### src/rtl/mulacc_simd_cfu_li2_pkg.sv
// Shared constants and types for the SIMD multiply-accumulate CFU.
package mulacc_pkg;

    // Architectural function ids seen on req_func_id
    localparam int FUNC_CLR  = 0;
    localparam int FUNC_UMAC = 1;
    localparam int FUNC_SMAC = 2;
    localparam int FUNC_READ = 3;

    // Error ids reported on resp_err_id
    localparam int ERR_NONE     = 0;
    localparam int ERR_BAD_FUNC = 1;

    // Widest accumulator select carried in the control struct (up to 256 accumulators)
    localparam int ACC_ID_MAX_W = 8;

    // Decoded operation; every undefined func id collapses to OP_BAD at accept
    typedef enum logic [2:0] {
        OP_CLR  = 3'd0,
        OP_UMAC = 3'd1,
        OP_SMAC = 3'd2,
        OP_READ = 3'd3,
        OP_BAD  = 3'd4
    } op_e;

    // Per-stage pipeline control
    typedef struct packed {
        logic                    valid;
        op_e                     func;
        logic [ACC_ID_MAX_W-1:0] acc_id;
    } ctrl_t;

    function automatic logic op_is_mac(input op_e op);
        return (op == OP_UMAC) || (op == OP_SMAC);
    endfunction

endpackage

### src/rtl/mulacc_simd_cfu_li2_simd_dot_mul.sv
// Element-wise SIMD multiplier: N_ELTS products of 2*ELT_W bits, registered.
// Operands are extended to the product width first (sign or zero), so the low
// 2*ELT_W bits of a plain multiply are the exact signed/unsigned product.
module simd_dot_mul #(
    parameter  int DATA_W = 32,
    parameter  int ELT_W  = 8,
    localparam int N_ELTS = DATA_W / ELT_W,
    localparam int PROD_W = 2 * ELT_W
) (
    input  logic                           clk,
    input  logic                           rst,
    input  logic                           en,
    input  logic                           sgn,
    input  logic [DATA_W-1:0]              a,
    input  logic [DATA_W-1:0]              b,
    output logic [N_ELTS-1:0][PROD_W-1:0]  prod
);

    logic [N_ELTS-1:0][PROD_W-1:0] prod_d;

    for (genvar e = 0; e < N_ELTS; e++) begin : g_elt
        logic [ELT_W-1:0]  ea, eb;
        logic [PROD_W-1:0] xa, xb;
        assign ea        = a[e*ELT_W +: ELT_W];
        assign eb        = b[e*ELT_W +: ELT_W];
        assign xa        = sgn ? PROD_W'($signed(ea)) : PROD_W'(ea);
        assign xb        = sgn ? PROD_W'($signed(eb)) : PROD_W'(eb);
        assign prod_d[e] = xa * xb;
    end

    // Capture products when the pipeline advances
    always_ff @(posedge clk or posedge rst) begin
        if (rst)     prod <= '0;
        else if (en) prod <= prod_d;
    end

endmodule

### src/rtl/mulacc_simd_cfu_li2.sv
// SIMD multiply-accumulate CFU with N_ACC accumulators and whole-pipe stall.
// Stages: accept (products) -> optional delay stages -> update (acc write)
// -> output register. Only the update stage touches the accumulators and it
// retires one op per cycle in order, so back-to-back ops on the same
// accumulator always see the previous result without a bubble.
module mulacc_simd_cfu_li2
    import mulacc_pkg::*;
#(
    parameter  int CFU_FUNC_ID_W    = 3,
    parameter  int CFU_REQ_DATA_W   = 32,
    parameter  int CFU_REQ_ELT_W    = 8,
    parameter  int CFU_RESP_DATA_W  = 32,
    parameter  int CFU_ERR_ID_W     = 32,
    parameter  int CFU_RESP_LATENCY = 3,
    parameter  int N_ACC            = 4,
    localparam int ACC_ID_W         = (N_ACC > 1) ? $clog2(N_ACC) : 1
) (
    input  logic                       clk,
    input  logic                       rst,
    input  logic                       req_valid,
    output logic                       req_ready,
    input  logic [CFU_FUNC_ID_W-1:0]   req_func_id,
    input  logic [ACC_ID_W-1:0]        req_acc_id,
    input  logic [CFU_REQ_DATA_W-1:0]  req_data0,
    input  logic [CFU_REQ_DATA_W-1:0]  req_data1,
    output logic                       resp_valid,
    input  logic                       resp_ready,
    output logic [CFU_RESP_DATA_W-1:0] resp_data,
    output logic                       resp_err,
    output logic [CFU_ERR_ID_W-1:0]    resp_err_id
);

    localparam int N_ELTS = CFU_REQ_DATA_W / CFU_REQ_ELT_W;
    localparam int PROD_W = 2 * CFU_REQ_ELT_W;
    localparam int MID    = CFU_RESP_LATENCY - 3;

    typedef logic [N_ELTS-1:0][PROD_W-1:0] prod_t;

    // Whole pipe moves only when the output slot is free or being drained
    logic advance;
    assign advance   = !resp_valid || resp_ready;
    assign req_ready = advance;

    // Decode the raw func id; anything outside the defined set is an error op
    op_e req_op;
    always_comb begin
        req_op = OP_BAD;
        case (req_func_id)
            CFU_FUNC_ID_W'(FUNC_CLR):  req_op = OP_CLR;
            CFU_FUNC_ID_W'(FUNC_UMAC): req_op = OP_UMAC;
            CFU_FUNC_ID_W'(FUNC_SMAC): req_op = OP_SMAC;
            CFU_FUNC_ID_W'(FUNC_READ): req_op = OP_READ;
            default:                   req_op = OP_BAD;
        endcase
    end

    // Stage 0: capture control alongside the registered products
    ctrl_t ctl_s0;
    always_ff @(posedge clk or posedge rst) begin
        if (rst)          ctl_s0 <= '0;
        else if (advance) ctl_s0 <= '{valid:  req_valid,
                                      func:   req_op,
                                      acc_id: ACC_ID_MAX_W'(req_acc_id)};
    end

    prod_t mul_prod;
    simd_dot_mul #(
        .DATA_W (CFU_REQ_DATA_W),
        .ELT_W  (CFU_REQ_ELT_W)
    ) u_mul (
        .clk  (clk),
        .rst  (rst),
        .en   (advance),
        .sgn  (req_op == OP_SMAC),
        .a    (req_data0),
        .b    (req_data1),
        .prod (mul_prod)
    );

    // Delay stages that pad the pipe out to the configured latency
    ctrl_t ctl_tail;
    prod_t prod_tail;
    if (MID == 0) begin : g_nomid
        assign ctl_tail  = ctl_s0;
        assign prod_tail = mul_prod;
    end else begin : g_mid
        ctrl_t ctl_mid  [MID];
        prod_t prod_mid [MID];

        // Shift control and products one stage per advance
        always_ff @(posedge clk or posedge rst) begin
            if (rst) begin
                for (int s = 0; s < MID; s++) begin
                    ctl_mid[s]  <= '0;
                    prod_mid[s] <= '0;
                end
            end else if (advance) begin
                ctl_mid[0]  <= ctl_s0;
                prod_mid[0] <= mul_prod;
                for (int s = 1; s < MID; s++) begin
                    ctl_mid[s]  <= ctl_mid[s-1];
                    prod_mid[s] <= prod_mid[s-1];
                end
            end
        end

        assign ctl_tail  = ctl_mid[MID-1];
        assign prod_tail = prod_mid[MID-1];
    end

    // Upper select bits are only there to size the shared struct
    logic unused_acc_id;
    assign unused_acc_id = ^ctl_tail.acc_id;

    logic [ACC_ID_W-1:0] upd_idx;
    assign upd_idx = (N_ACC == 1) ? '0 : ACC_ID_W'(ctl_tail.acc_id);

    // Reduce the element products to one accumulator-width addend
    logic [CFU_RESP_DATA_W-1:0] dot_sum;
    always_comb begin
        dot_sum = '0;
        for (int e = 0; e < N_ELTS; e++) begin
            if (ctl_tail.func == OP_SMAC)
                dot_sum = dot_sum + CFU_RESP_DATA_W'($signed(prod_tail[e]));
            else
                dot_sum = dot_sum + CFU_RESP_DATA_W'(prod_tail[e]);
        end
    end

    logic [N_ACC-1:0][CFU_RESP_DATA_W-1:0] acc;
    logic [CFU_RESP_DATA_W-1:0]            acc_cur, acc_nxt;
    assign acc_cur = acc[upd_idx];

    // Post-op value of the selected accumulator
    always_comb begin
        acc_nxt = acc_cur;
        if (ctl_tail.func == OP_CLR)     acc_nxt = '0;
        else if (op_is_mac(ctl_tail.func)) acc_nxt = acc_cur + dot_sum;
    end

    // Update stage: write the accumulator and carry its new value forward
    logic                       upd_valid, upd_bad;
    logic [CFU_RESP_DATA_W-1:0] upd_val;
    always_ff @(posedge clk or posedge rst) begin
        if (rst) begin
            acc       <= '0;
            upd_valid <= 1'b0;
            upd_bad   <= 1'b0;
            upd_val   <= '0;
        end else if (advance) begin
            upd_valid <= ctl_tail.valid;
            upd_bad   <= ctl_tail.func == OP_BAD;
            upd_val   <= acc_nxt;
            if (ctl_tail.valid) acc[upd_idx] <= acc_nxt;
        end
    end

    // Output stage: load a response slot; held while the consumer stalls
    always_ff @(posedge clk or posedge rst) begin
        if (rst) begin
            resp_valid  <= 1'b0;
            resp_data   <= '0;
            resp_err    <= 1'b0;
            resp_err_id <= '0;
        end else if (advance) begin
            resp_valid <= upd_valid;
            if (upd_valid) begin
                resp_data   <= upd_bad ? '0 : upd_val;
                resp_err    <= upd_bad;
                resp_err_id <= upd_bad ? CFU_ERR_ID_W'(ERR_BAD_FUNC)
                                       : CFU_ERR_ID_W'(ERR_NONE);
            end
        end
    end

endmodule

### config.mk
export PLATFORM = sky130hd
export DESIGN_NAME = mulacc_simd_cfu_li2
export DESIGN_NICKNAME = d
export VERILOG_FILES = /design/src/rtl/mulacc_simd_cfu_li2_pkg.sv /design/src/rtl/mulacc_simd_cfu_li2_simd_dot_mul.sv /design/src/rtl/mulacc_simd_cfu_li2.sv
export SDC_FILE = /design/constraint.sdc
export NUM_CORES = 2
export LEC_CHECK = 0
export ABC_CLOCK_PERIOD_IN_PS = 26200
export CAP_MARGIN = 10
export CORE_MARGIN = 10
export CORE_UTILIZATION = 45
export CTS_BUF_LIST = sky130_fd_sc_hd__clkbuf_4 sky130_fd_sc_hd__clkbuf_8
export DETAILED_ROUTE_END_ITERATION = 6
export SLEW_MARGIN = 40
export SYNTH_ARGS = -nofsm -noshare
export SYNTH_HDL_FRONTEND = slang
export SYNTH_SLANG_ARGS = --single-unit
### constraint.sdc
create_clock -name clk -period 26.2 [get_ports clk]
set_input_delay 3.93 -clock clk [delete_from_list [all_inputs] [get_ports clk]]
set_output_delay 3.93 -clock clk [all_outputs]
set_load 0.005 [all_outputs]
==> results.yml <==
critical_path:
  crit_required_ps: 26670
  end_kind: "flip-flop"
  r2r_cells: 48
  critPathLaunch: "req_func_id[2]"
  crit_arrival_ps: 10640
  r2r-start: "u_mul.prod[16]$_DFFE_PP0N_"
  r2r_slack_ps: 16610
  critPathKind: "input pin to flip-flop"
  worstPathMaxFanout: 45
  crit_path_end: "u_mul.prod[47]$_DFFE_PP0N_"
  startpoint_type: "input pin"
  timing.rr.end: "upd_val[31]$_DFFE_PP0N_"
sta:
  worstMarginPinSlew_ps: 771.1
  final-max-slew-violation-count: 0
  min_period_ps: 10170
  fin_skew_ps: 31.08
  fin_tns_setup_ps: 0
  grt_setup_unrepaired: "false"
  max-slew-margin-rel_pct: 48.60
  hold_viol: 0
  fin_crit_sh_pct: 38.82
  setup_viol: 0
  max_freq_mhz: 98.32
min_path:
  hold_class: "flip-flop to flip-flop"
synth:
  synth_top_flop_cell: "dfrtp_1"
  synthArstFlopShare_pct: 100.0
  synth_top_area_share_pct: 22.06
  ys_ff_latch: 266
  synth_edf_count: 0
  yosys_warnings: 0
  synth.area.top_cells: "dfrtp_1 22%, fa_1 21%, ha_1 13%"
  ys_types: 79
  avgSynthCellArea_um2: 9.201
  synth_area_um2: 30170
  synthCells: 3279
  synth_area_leader_cell: "dfrtp_1"
  synth_seq_area_share_pct: 22.06
clock_network:
  cts.path.max_buffers: 3
  cts_sinks: 266
  cts_hold_buf: 0
  worstSkewPairLatency_ps: 610
  h-tree-depth: 2
  cts_resized: 0
  numCtsBuffers: 46
  clkTransAtPathRegs_ps: 60
  post_cts_buffers: 0
  cts_tree: "built"
  clockRootBuffer: "clkbuf_8"
finish:
  nets: 4039
  final_cell_area_um2: 32950
  syn_to_final_growth_pct: 9.224
  drive_above_1_share_pct: 5.307
detailed_routing:
  drcViolationCount: 0
  m1WireLength_um: 31410
  firstDrtPassIters: 5
  ant_nets: 0
  drtIter0Drc: 1091
  wl_met2_um: 34240
  drt-total-wl_um: 68970
  top_layer_used: "met4"
  wl_met3_um: 2413
  wl_per_cell_um: 16.27
  vias: 22120
  vias_per_cell: 5.220
grt:
  grt_pass1_vias: 23630
  groute.usage.overall_pct: 18.00
  grt_max_degree: 125
  gr-total-overflow: 0
  grt_pass1_wl_um: 117500
  antenna_found_initial: 0
floorplan:
  die_area_um2: 77800
  core_um2: 66100
  die_h_um: 278.9
  die-width_um: 278.9
  initial_core_util_pct: 45.64
  io_pins: 140
  rows: 94
flow_run:
  drv_cap: 0
placed_design:
  port_buffers: 108
  place_area_um2: 31920
  gp_congestion: 0.8760
  dpl.hpwl_um: 54620
outcome:
  status: "finished, final reports clean"
worst max-delay path, cell delays in order:
cell	delay, ps
clkdlybuf4s50_1	490
nor3b_4	630
buf_4	570
nand3_1	210
inv_1	160
fa_1	450
inv_1	200
fa_1	470
fa_1	500
fa_1	550
inv_1	50
fa_1	470
inv_1	50
fa_1	470
inv_1	40
ha_1	310
nor2b_1	140
o21a_1	190
o41ai_1	320
xnor2_1	130
mux2_2	270
flip-flops by register name, indices dropped and copies added, names as in the netlist:
signal / cells
acc: 128
ctl_s0: 6
resp_data: 32
resp_err: 1
resp_valid: 1
u_mul.prod: 64
upd_bad: 1
upd_val: 32
upd_valid: 1
worst min-delay path by stage:
| stage | slack, ps | start | to | depth (start not counted) |
|---|---|---|---|---|
| CTS | 480 | acc[69]$_DFFE_PP0P_ | acc[69]$_DFFE_PP0P_ | 2 |
| global route | 500 | acc[97]$_DFFE_PP0P_ | acc[97]$_DFFE_PP0P_ | 2 |
| global placement | 460 | acc[44]$_DFFE_PP0P_ | acc[44]$_DFFE_PP0P_ | 2 |
| finish | 470 | resp_data[15]$_DFFE_PP0P_ | resp_data[15]$_DFFE_PP0P_ | 2 |
| floorplan | 440 | u_mul.prod[16]$_DFFE_PP0N_ | u_mul.prod[16]$_DFFE_PP0N_ | 2 |
| detailed placement | 470 | acc[69]$_DFFE_PP0P_ | acc[69]$_DFFE_PP0P_ | 2 |
metrics by stage:
| step | setup WS [ps] | cells | utilization (%) | hold WS (ps) |
|---|---|---|---|---|
| 2_1_floorplan | 14940 | 3309 | - | 442.8 |
| 3_3_place_gp | 15310 | 4155 | 48.26 | 456.1 |
| 3_5_place_dp | 15430 | 4156 | 48.29 | 466.6 |
| 4_1_cts | 16070 | 4235 | 49.78 | 479.3 |
| 5_1_grt | 15610 | 4237 | 49.85 | 498.7 |
| 6_report | 16030 | 4238 | 49.85 | 473.8 |
layer usage:
layer / GRT usage [%] / vias up
met5: 0 / -
met4: 3.414 / 0
met3: 2.227 / 70
met2: 31.79 / 366
met1: 23.47 / 10900
li1: - / 10790
area by class of cell:
| type | count | area, um2 |
|---|---|---|
| Fill cell | 6209 | 33150 |
| Multi-Input combinational cell | 2435 | 21220 |
| Sequential cell | 266 | 6660 |
| Inverter | 468 | 1772 |
| Timing Repair Buffer | 125 | 1239 |
| Tap cell | 864 | 1081 |
| Clock buffer | 71 | 883.3 |
| Clock inverter | 8 | 98.84 |
| Antenna cell | 1 | 2.502 |
cells in the final DEF (no fill, tap or decap), types with 16 or more instances in the layout:
cell type,count
ha_1,312
a22oi_1,24
and2_1,161
nor3_1,24
nand3_1,31
nor2b_1,19
nand2_1,344
mux2_2,20
xor2_1,49
nand4_1,16
o21bai_1,33
o21a_1,26
dfrtp_1,263
a21o_1,47
nor2_1,176
conb_1,31
inv_1,465
o21ai_0,185
clkdlybuf4s50_1,108
nand2b_1,48
xnor2_1,168
and3_1,40
clkbuf_8,56
a21oi_1,203
mux4_2,32
fa_1,312
kinds of logic (layout without fill, tap and decap cells):
kind of cell    count (synthesis)  after routing  synth area share (%)
other cells                     1             32               0.01243
xor+xnor                      217            217                 6.300
fa+ha+maj                     624            624                 33.64
flops                         266            266                 22.06
mux                            56             56                 3.268
buf+inv                       608            672                 8.091
simple gates                  891            891                 14.16
compound gates                616            616                 12.46
cells in the mapped netlist (all sizes together) (50+ instances only):
master	instances
a21oi	203
and2	161
buf	50
clkbuf	90
dfrtp	266
fa	312
ha	312
inv	467
nand2	345
nor2	177
o21ai	190
xnor2	168
Power is not shown: default switching activity piles up to over one toggle a cycle in this logic, so the estimate is an artifact.
